<file path="src/rtl/pia_bus_if.sv">
// pia_bus_if: 6502-side bus bundle between the CPU core and the PIA responder.
//   enable     CPU cycle strobe. The remaining request fields are valid only while it is 1.
//   ab         CPU address.
//   din        CPU write data.
//   we         1 = write, 0 = read.
//   dout       Registered read data returned by the responder.
//   dout_valid Registered flag: the last enabled access was a read that hit the responder.
//   irq_n      Active-low keyboard interrupt.
// Modports: master is the CPU side, slave is the responder side.
interface pia_bus_if;
  logic        enable;
  logic [15:0] ab;
  logic [7:0]  din;
  logic        we;
  logic [7:0]  dout;
  logic        dout_valid;
  logic        irq_n;

  modport master (
    output enable, ab, din, we,
    input  dout, dout_valid, irq_n
  );

  modport slave (
    input  enable, ab, din, we,
    output dout, dout_valid, irq_n
  );
endinterface

</file>
<file path="src/rtl/pia_bus_responder.sv">
// pia_bus_responder: CPU-facing keyboard/display responder on the 6502 bus.
// Four registers are decoded at BASE..BASE+3:
//   +0 KBD    read {1, key}. The read clears strobe. Writes are ignored.
//   +1 KBDCR  read {strobe, kcr}. A write loads kcr.
//   +2 DSP    read {full, last}. A write pushes a character into the display FIFO and updates last.
//   +3 DSPCR  read {ovf, dcr}. A write loads dcr and clears ovf.
// Ports:
//   clk, reset                  Clock and asynchronous active-high reset.
//   bus (pia_bus_if.slave)      CPU request fields, plus registered read data, read-valid and irq_n.
//   kbd_data/kbd_valid/kbd_ready  Keyboard source handshake. There is one holding register.
//   dsp_data/dsp_valid/dsp_ready  Display sink handshake. It drains the head of the FIFO.
module pia_bus_responder #(
  parameter logic [15:0] BASE      = 16'hD010,
  parameter int          DSP_DEPTH = 4
) (
  input  logic       clk,
  input  logic       reset,
  pia_bus_if.slave   bus,
  input  logic [6:0] kbd_data,
  input  logic       kbd_valid,
  output logic       kbd_ready,
  output logic [6:0] dsp_data,
  output logic       dsp_valid,
  input  logic       dsp_ready
);

  localparam int AW = $clog2(DSP_DEPTH);
  localparam int CW = AW + 1;

  typedef enum logic [1:0] {
    REG_KBD   = 2'd0,
    REG_KBDCR = 2'd1,
    REG_DSP   = 2'd2,
    REG_DSPCR = 2'd3
  } reg_sel_e;

  // Register state
  logic [6:0] key;
  logic       strobe;
  logic [6:0] kcr;
  logic [6:0] dcr;
  logic [6:0] last;
  logic       ovf;

  // Display FIFO
  logic [6:0]    fifo_mem [DSP_DEPTH];
  logic [AW-1:0] wr_ptr;
  logic [AW-1:0] rd_ptr;
  logic [CW-1:0] count;

  // Decode
  logic     hit;
  logic     rd_acc;
  logic     wr_acc;
  reg_sel_e sel;
  logic     full;
  logic     empty;
  logic     push_req;
  logic     push;
  logic     pop;
  logic     kbd_fire;
  logic     kbd_clear;
  logic [7:0] rd_data;

  assign hit      = bus.enable && (bus.ab[15:2] == BASE[15:2]);
  assign rd_acc   = hit && !bus.we;
  assign wr_acc   = hit && bus.we;
  assign sel      = reg_sel_e'(bus.ab[1:0]);

  assign full     = (count == CW'(DSP_DEPTH));
  assign empty    = (count == '0);
  assign push_req = wr_acc && (sel == REG_DSP);
  // Full is judged on the pre-edge count. A push into a full FIFO is
  // dropped even if the sink pops on the same edge.
  assign push     = push_req && !full;
  assign pop      = !empty && dsp_ready;

  assign kbd_ready = !strobe;
  // kbd_ready is the inverse of strobe, so a handshake only fires while strobe is clear.
  assign kbd_fire  = kbd_valid && !strobe;
  assign kbd_clear = rd_acc && (sel == REG_KBD);

  assign dsp_data  = fifo_mem[rd_ptr];
  assign dsp_valid = !empty;
  assign bus.irq_n = !(strobe && kcr[0]);

  // Read mux. It uses pre-edge state, so a clearing KBD read still returns
  // the old key and a KBDCR read sees the old strobe.
  always_comb begin
    // NOTE: default first, so every path assigns rd_data and no latch is inferred.
    rd_data = '0;
    unique case (sel)
      REG_KBD:   rd_data = {1'b1, key};
      REG_KBDCR: rd_data = {strobe, kcr};
      REG_DSP:   rd_data = {full, last};
      REG_DSPCR: rd_data = {ovf, dcr};
    endcase
  end

  // NOTE: state is updated with non-blocking assignments. Every term on the
  // right-hand side therefore reads pre-edge values.
  always_ff @(posedge clk or posedge reset) begin
    if (reset) begin
      bus.dout       <= '0;
      bus.dout_valid <= 1'b0;
      key            <= '0;
      strobe         <= 1'b0;
      kcr            <= '0;
      dcr            <= '0;
      last           <= '0;
      ovf            <= 1'b0;
      wr_ptr         <= '0;
      rd_ptr         <= '0;
      count          <= '0;
    end else begin
      if (bus.enable) begin
        bus.dout_valid <= rd_acc;
        bus.dout       <= rd_acc ? rd_data : 8'h00;
      end

      if (wr_acc) begin
        unique case (sel)
          REG_KBD:   ;
          REG_KBDCR: kcr <= bus.din[6:0];
          REG_DSP: begin
            last <= bus.din[6:0];
            if (full) ovf <= 1'b1;
          end
          REG_DSPCR: begin
            dcr <= bus.din[6:0];
            ovf <= 1'b0;
          end
        endcase
      end

      // A new key takes priority over a clearing read on the same edge,
      // so that key is not lost.
      if (kbd_fire) begin
        key    <= kbd_data;
        strobe <= 1'b1;
      end else if (kbd_clear) begin
        strobe <= 1'b0;
      end

      if (push) wr_ptr <= wr_ptr + 1'b1;
      if (pop)  rd_ptr <= rd_ptr + 1'b1;
      unique case ({push, pop})
        2'b10:   count <= count + 1'b1;
        2'b01:   count <= count - 1'b1;
        default: ;
      endcase
    end
  end

  // NOTE: the FIFO storage has no reset. The count gates visibility, and
  // stale entries are never presented.
  always_ff @(posedge clk) begin
    if (push) fifo_mem[wr_ptr] <= bus.din[6:0];
  end

endmodule

</file>
<file path="src/flat_wrapper.sv">
// flat-port wrapper written by rule: the top's interface ports become plain ports
module pia_bus_responder_flat 
#(
  parameter logic [15:0] BASE      = 16'hD010,
  parameter int          DSP_DEPTH = 4
)
  (clk, reset, kbd_data, kbd_valid, kbd_ready, dsp_data, dsp_valid, dsp_ready, bus_enable, bus_ab, bus_din, bus_we, bus_dout, bus_dout_valid, bus_irq_n);
  pia_bus_if bus_i ();
  input  logic clk;
  input  logic reset;
  input  logic [6:0] kbd_data;
  input  logic kbd_valid;
  output logic kbd_ready;
  output logic [6:0] dsp_data;
  output logic dsp_valid;
  input  logic dsp_ready;
  input wire logic [$bits(bus_i.enable)-1:0] bus_enable;
  input wire logic [$bits(bus_i.ab)-1:0] bus_ab;
  input wire logic [$bits(bus_i.din)-1:0] bus_din;
  input wire logic [$bits(bus_i.we)-1:0] bus_we;
  output wire logic [$bits(bus_i.dout)-1:0] bus_dout;
  output wire logic [$bits(bus_i.dout_valid)-1:0] bus_dout_valid;
  output wire logic [$bits(bus_i.irq_n)-1:0] bus_irq_n;
  assign bus_i.enable = bus_enable;
  assign bus_i.ab = bus_ab;
  assign bus_i.din = bus_din;
  assign bus_i.we = bus_we;
  assign bus_dout = bus_i.dout;
  assign bus_dout_valid = bus_i.dout_valid;
  assign bus_irq_n = bus_i.irq_n;
  pia_bus_responder #(.BASE(BASE), .DSP_DEPTH(DSP_DEPTH)) u_core (.clk(clk), .reset(reset), .bus(bus_i), .kbd_data(kbd_data), .kbd_valid(kbd_valid), .kbd_ready(kbd_ready), .dsp_data(dsp_data), .dsp_valid(dsp_valid), .dsp_ready(dsp_ready));
endmodule
</file>
<file path="config.mk">
export PLATFORM = sky130hd
export DESIGN_NAME = pia_bus_responder_flat
export DESIGN_NICKNAME = d
export VERILOG_FILES = /design/src/rtl/pia_bus_if.sv /design/src/rtl/pia_bus_responder.sv /design/src/flat_wrapper.sv
export SDC_FILE = /design/constraint.sdc
export NUM_CORES = 1
export LEC_CHECK = 0
export BUFFER_PORTS_ARGS = -buffer_cell sky130_fd_sc_hd__buf_2
export CORE_ASPECT_RATIO = 0.75
export CORE_MARGIN = 2
export CORE_UTILIZATION = 28
export DETAILED_ROUTE_END_ITERATION = 6
export SLEW_MARGIN = 20
export SYNTH_ARGS = -nofsm -noshare
export SYNTH_HDL_FRONTEND = slang
export SYNTH_SLANG_ARGS = --single-unit
</file>
<file path="constraint.sdc">
create_clock -name clk -period 3.65 [get_ports clk]
set_input_delay 0 -clock clk [delete_from_list [all_inputs] [get_ports clk]]
set_output_delay 0 -clock clk [all_outputs]
set_load 0.03 [all_outputs]
</file>
# [Word level (Yosys, flattened, before mapping)]
# Memory sizes are Yosys's and may differ from the RTL's.
# Index checks and enable logic that the tools add are counted.
[classes] mux=9 reduce_logical=23 eq_ne=8 add_sub_neg=4
[op_table] op="$pmux W8 S4" n=1
[op_table] op="$eq A14 B14 Y1 const B" n=1
[op_table] op="$logic_and A1 B1 Y1" n=9
[op_table] op="$mux W8" n=1
[op_table] op="$eq A2 B2 Y1 const B" n=3
[op_table] op="$pmux W3 S2" n=1
[op_table] op="$reduce_and A2 Y1" n=3
[op_table] op="$reduce_bool A2 Y1" n=3
[op_table] op="$logic_not A1 Y1" n=5
[op_table] op="$mux W1" n=5
[op_table] op="$add A2 B1 Y2 const B" n=2
[op_table] op="$eq A2 B1 Y1 const B" n=2
[op_table] op="$add A3 B1 Y3 const B" n=1
[op_table] op="$eq A3 B3 Y1 const B" n=1
[op_table] op="$logic_not A3 Y1" n=1
[op_table] op="$reduce_and A3 Y1" n=1
[op_table] op="$sub A3 B1 Y3 const B" n=1
[op_table] op="$logic_not A2 Y1" n=1
[op_table] op="$ne A2 B1 Y1 const B" n=1
[op_table] op="$pmux W1 S2" n=1
[totals] wordCells=56 inputBits=37 ram_bits=28 n_memories=1 ff_bits=46
[mem_list] memory="u_core.fifo_mem" depth=4 width=7 rd=1 rd_clocked_by_memory_dff=0 wr=1 line_no="pia_bus_responder.sv:46" source="logic [6:0] fifo_mem [DSP_DEPTH];"

# [Depth between registers and ports, before layout]
[depth] word_depth=7 mapped_depth=10

# [Worst setup path after synthesis]
# No wires, ideal clock.
[synth_timing] kind="register -> register" from="register u_core.count[0]" to="register u_core.count[2]" required_ps=3571 setup_ps=79 t_arrival_ps=2038 stages_incl_launch_ff=10 setup_slack_ps=1533 path_cell_list="dfrtp_1 or3b_2 nor4b_4 inv_1 ha_1 inv_1 fa_1 xor2_1 nor2_1 xor2_1"
[synth_via] elab_chain_len=5 elab_cells_between_ends=12 cone_classes="2 x add/sub; 3 x eq/ne; 1 x mux; 6 x reduce/logical"
[synth_rtl] element="start: declaration" line_no="pia_bus_responder.sv:49" source="logic [CW-1:0] count;"
[synth_rtl] element="start signal: assignment" line_no="pia_bus_responder.sv:148" source="2'b10: count <= count + 1'b1;"
[synth_rtl] element="start signal: assignment" line_no="pia_bus_responder.sv:149" source="2'b01: count <= count - 1'b1;"
[synth_rtl] element="$eq A3 B3 Y1 or $logic_not A3 Y1 (tied branches)" line_no="pia_bus_responder.sv:70, pia_bus_responder.sv:71"
[synth_rtl] element="$logic_not A1 Y1, on equally long branches" line_no="pia_bus_responder.sv:75, pia_bus_responder.sv:76"
[synth_rtl] element="$logic_and A1 B1 Y1, on equally long branches" line_no="pia_bus_responder.sv:75, pia_bus_responder.sv:76"
[synth_rtl] element="$eq A2 B1 Y1 or $eq A2 B2 Y1 (tied branches)" line_no="pia_bus_responder.sv:147" source="unique case ({push, pop})"
[synth_rtl] element="$pmux W3 S2 or $reduce_bool A2 Y1 (tied branches)"
# Parallel ways exist; a longest one is shown, timed or not.
# A chain may end at the register's enable or synchronous reset.

# [Worst setup path in the final report]
# Same ends and word-level chain as after synthesis.

==> results.ini <==
[hold_path]
hp-class=in -> reg
worstHoldPathCells=2

[logic_synthesis]
post_synth_instance_area_mm2=0.00326
synth-edff-count=28
synth_cell_types=36
syn_nets=250
synth.yosys.seq_area_share_pct=61.1
flip_flop_and_latch_count_after_synthesis=74
synth-async-reset-ratio_pct=62.2
syn_inst=207
synth.avg_cell_area_um2=15.7
synth.yosys.warnings=0
synth_top_flop_cell=sky130_fd_sc_hd__dfrtp_1

[setup_path]
critical-path-max-stage-delay_ps=530
worst_path_max_delay_cell=sky130_fd_sc_hd__or3b_2
setup.worst_path.start_class=flop
timing.critical_path.fanout_max=7
path_buf_inv=2
timing.critical_path.arrival_ps=2530
r2r_cells=9
path_depth=9
crit_chain=or3b_2, nor4b_4, inv_1, ha_1, inv_1, fa_1, xor2_1, nor2_1, xor2_1
cp.required_ps=3890
category_of_the_worst_setup_path_capture_point=flop
critical_path.top_delay_family=simple AND/OR/NAND/NOR gates
timing.setup.critical_path_class=reg -> reg

[global_routing]
grt_first_pass_wirelength_um=10400
maximum_number_of_pins_on_one_net_before_global_route_repair=47
global_route.overflow_total=0
first_global_vias=1981
antenna_found_initial=0
grtUsageTotal_pct=10.8

[cells_and_area]
nFillCells=1095
ant_diodes=0
most-common-layout-cells=sky130_fd_sc_hd__buf_2 (54), sky130_fd_sc_hd__dfrtp_1 (46), sky130_fd_sc_hd__mux2_2 (28), sky130_fd_sc_hd__edfxtp_1 (28), sky130_fd_sc_hd__inv_1 (25)
design_area_mm2=0.00418
final_common_cell=sky130_fd_sc_hd__buf_2
areaGrowthSynthToFinish_pct=28.2
fin_nets=324
drive_above_1_share_pct=42.0

[timing]
timing.final.max_slew_violations=0
slew-limit-headroom_pct=45.0
grt_setup_unrepaired=false
fin_crit_ps=2290
fin_skew_ps=4.88
timing_worst_slew_pin_value_ps=823
report.final.hold_viol_count=0
fin_crit_sh_pct=62.7
highest_clock_frequency_the_design_can_meet_ghz=0.437
finalSetupViolCount=0
fin_tns_setup_ps=0

[clocking]
cts_inserted_buffers=9
postCtsSetupBuffers=0
cts.clk_slew.worst_paths_ps=60
clock-root-buffer=sky130_fd_sc_hd__clkbuf_16
number_of_buffers_between_clock_root_and_the_deepest_sink=2
clock_sinks=74
clock_insertion_delay_worst_skew_ps=320
cts_tree=yes
cts.htree.levels=3

[pwr]
totalPowerFinal_mw=2.35
seq_power_share_pct=41.4
static-leakage-power_nw=1.79
p_per_area_mw_per_mm2=562
power.net_switching_uw=595
p_clk_share_pct=41.5
comb_power_share_pct=17.1
ir_drop_worst_case_vdd_mv=0.304
power.switching_fraction_pct=25.4
cell_internal_pwr_mw=1.75

[route]
routed-via-count=1901
drt-vias-per-instance=4.42
detailedRoute.firstIterationViolations=69
detail_route.drc_violations=0
drt-total-wl_um=6240
detail-route-antenna-nets=0
detail_route.wl_per_cell_um=14.5
drt-pass1-iter-count=4

[die]
chipHeight_um=97.4
fp-row-count=34
dieArea_mm2=0.0125
core-area_mm2=0.0115
fp.dieW_um=129
ioPinCount=56
initial_cell_density_of_the_core_pct=28.4

[place]
placement.cell_area_mm2=0.00368
quantity_of_i_o_buffers_inserted_on_ports=54
hpwl_um=4450
place.gp.congestion=0.705

[run]
drv.max_cap_violation_count=0

[outcome]
run_status=finished clean

cells by family after synthesis:
group / count (synthesis) / share of synthesized area, %
flip-flops: 74 / 61.1
multiplexers: 43 / 19.8
buffers and inverters: 33 / 3.99
AND/OR/NAND/NOR: 31 / 8.26
AO/OA/AOI/OAI: 14 / 2.65
XOR/XNOR: 6 / 1.61
adder cells (fa/ha/maj): 6 / 2.53
cell type report:
type                       count  area [um2]  share of cell area, %
sequential                    74        1990                   47.7
clock inverter                 3        68.8                   1.65
tap                          144         180                   4.31
clock buffer                  13         272                   6.50
multi-input combinational    100        1140                   27.2
timing repair buffer          70         430                   10.3
inverter                      26        98.8                   2.37
stage by stage:
step	instances	setup slack, ps	hold WS, ps	util (%)
2_1_floorplan	207	1530	98.9	-
3_3_place_gp	398	1390	233	32.0
3_5_place_dp	398	1350	242	32.0
4_1_cts	430	1340	41.6	36.4
5_1_grt	430	1210	61.6	36.4
6_report	430	1360	42.9	36.4
cells in the mapped netlist, types with 3 or more instances:
library cell | number | area [um2]
sky130_fd_sc_hd__xor2_1 | 3 | 26.3
sky130_fd_sc_hd__clkbuf_1 | 3 | 11.3
sky130_fd_sc_hd__and2_1 | 5 | 31.3
sky130_fd_sc_hd__o22ai_1 | 8 | 50.1
sky130_fd_sc_hd__or3_1 | 3 | 18.8
sky130_fd_sc_hd__inv_1 | 26 | 97.6
sky130_fd_sc_hd__mux2_2 | 28 | 315
sky130_fd_sc_hd__xnor2_1 | 3 | 26.3
sky130_fd_sc_hd__edfxtp_1 | 28 | 841
sky130_fd_sc_hd__o21ai_0 | 3 | 15.0
sky130_fd_sc_hd__dfrtp_1 | 46 | 1150
sky130_fd_sc_hd__ha_1 | 5 | 62.6
sky130_fd_sc_hd__mux4_2 | 14 | 315
sky130_fd_sc_hd__nand2_1 | 5 | 18.8
sequential cells by signal, summed over array words and instances (netlist names):
signal / flops
u_core.bus.dout_valid: 1
u_core.strobe: 1
u_core.ovf: 1
u_core.last: 7
u_core.fifo_mem: 28
u_core.wr_ptr: 2
u_core.key: 7
u_core.rd_ptr: 2
u_core.kcr: 7
u_core.bus.dout: 8
u_core.count: 3
u_core.dcr: 7
worst paths after layout:
check / slack (ps) / end / startpoint
max: 1360 / u_core.count[2] / u_core.count[0]
min: 40 / u_core.bus.dout[3] / bus_enable
max reg2reg: 1360 / u_core.count[2] / u_core.count[0]
min reg2reg: 480 / u_core.count[2] / u_core.count[2]
max in group asynchronous: 2810 / u_core.wr_ptr[0] / reset
min in group asynchronous: 360 / u_core.bus.dout[6] / reset
routing by layer:
layer	share of wire [%]	vias to the layer above	global-route usage (%)	routed length, um
li1	-	905	-	-
met1	46	966	14.9	2860
met2	50	30	16.8	3120
met3	4.2	0	2.97	262
met4	0	0	2.51	0
met5	0	-	0	0
repair_timing:
item / 4_1_cts / 5_1_grt
hold endpoints to repair: 82 / 0
resized for setup: 0 / 0
hold buffers: 16 / 0
power groups by stage:
| stage | Clock [mW] | Combinational, mW | Sequential, mW |
|---|---|---|---|
| detailed placement | 0 | 0.397 | 0.990 |
| global placement | 0 | 0.392 | 0.987 |
| CTS | 0.998 | 0.411 | 0.974 |
| finish | 0.975 | 0.401 | 0.971 |
| global route | 1.03 | 0.437 | 0.984 |
| floorplan | 0 | 0.335 | 0.935 |
No activity file was read; power rests on OpenSTA's default activity.
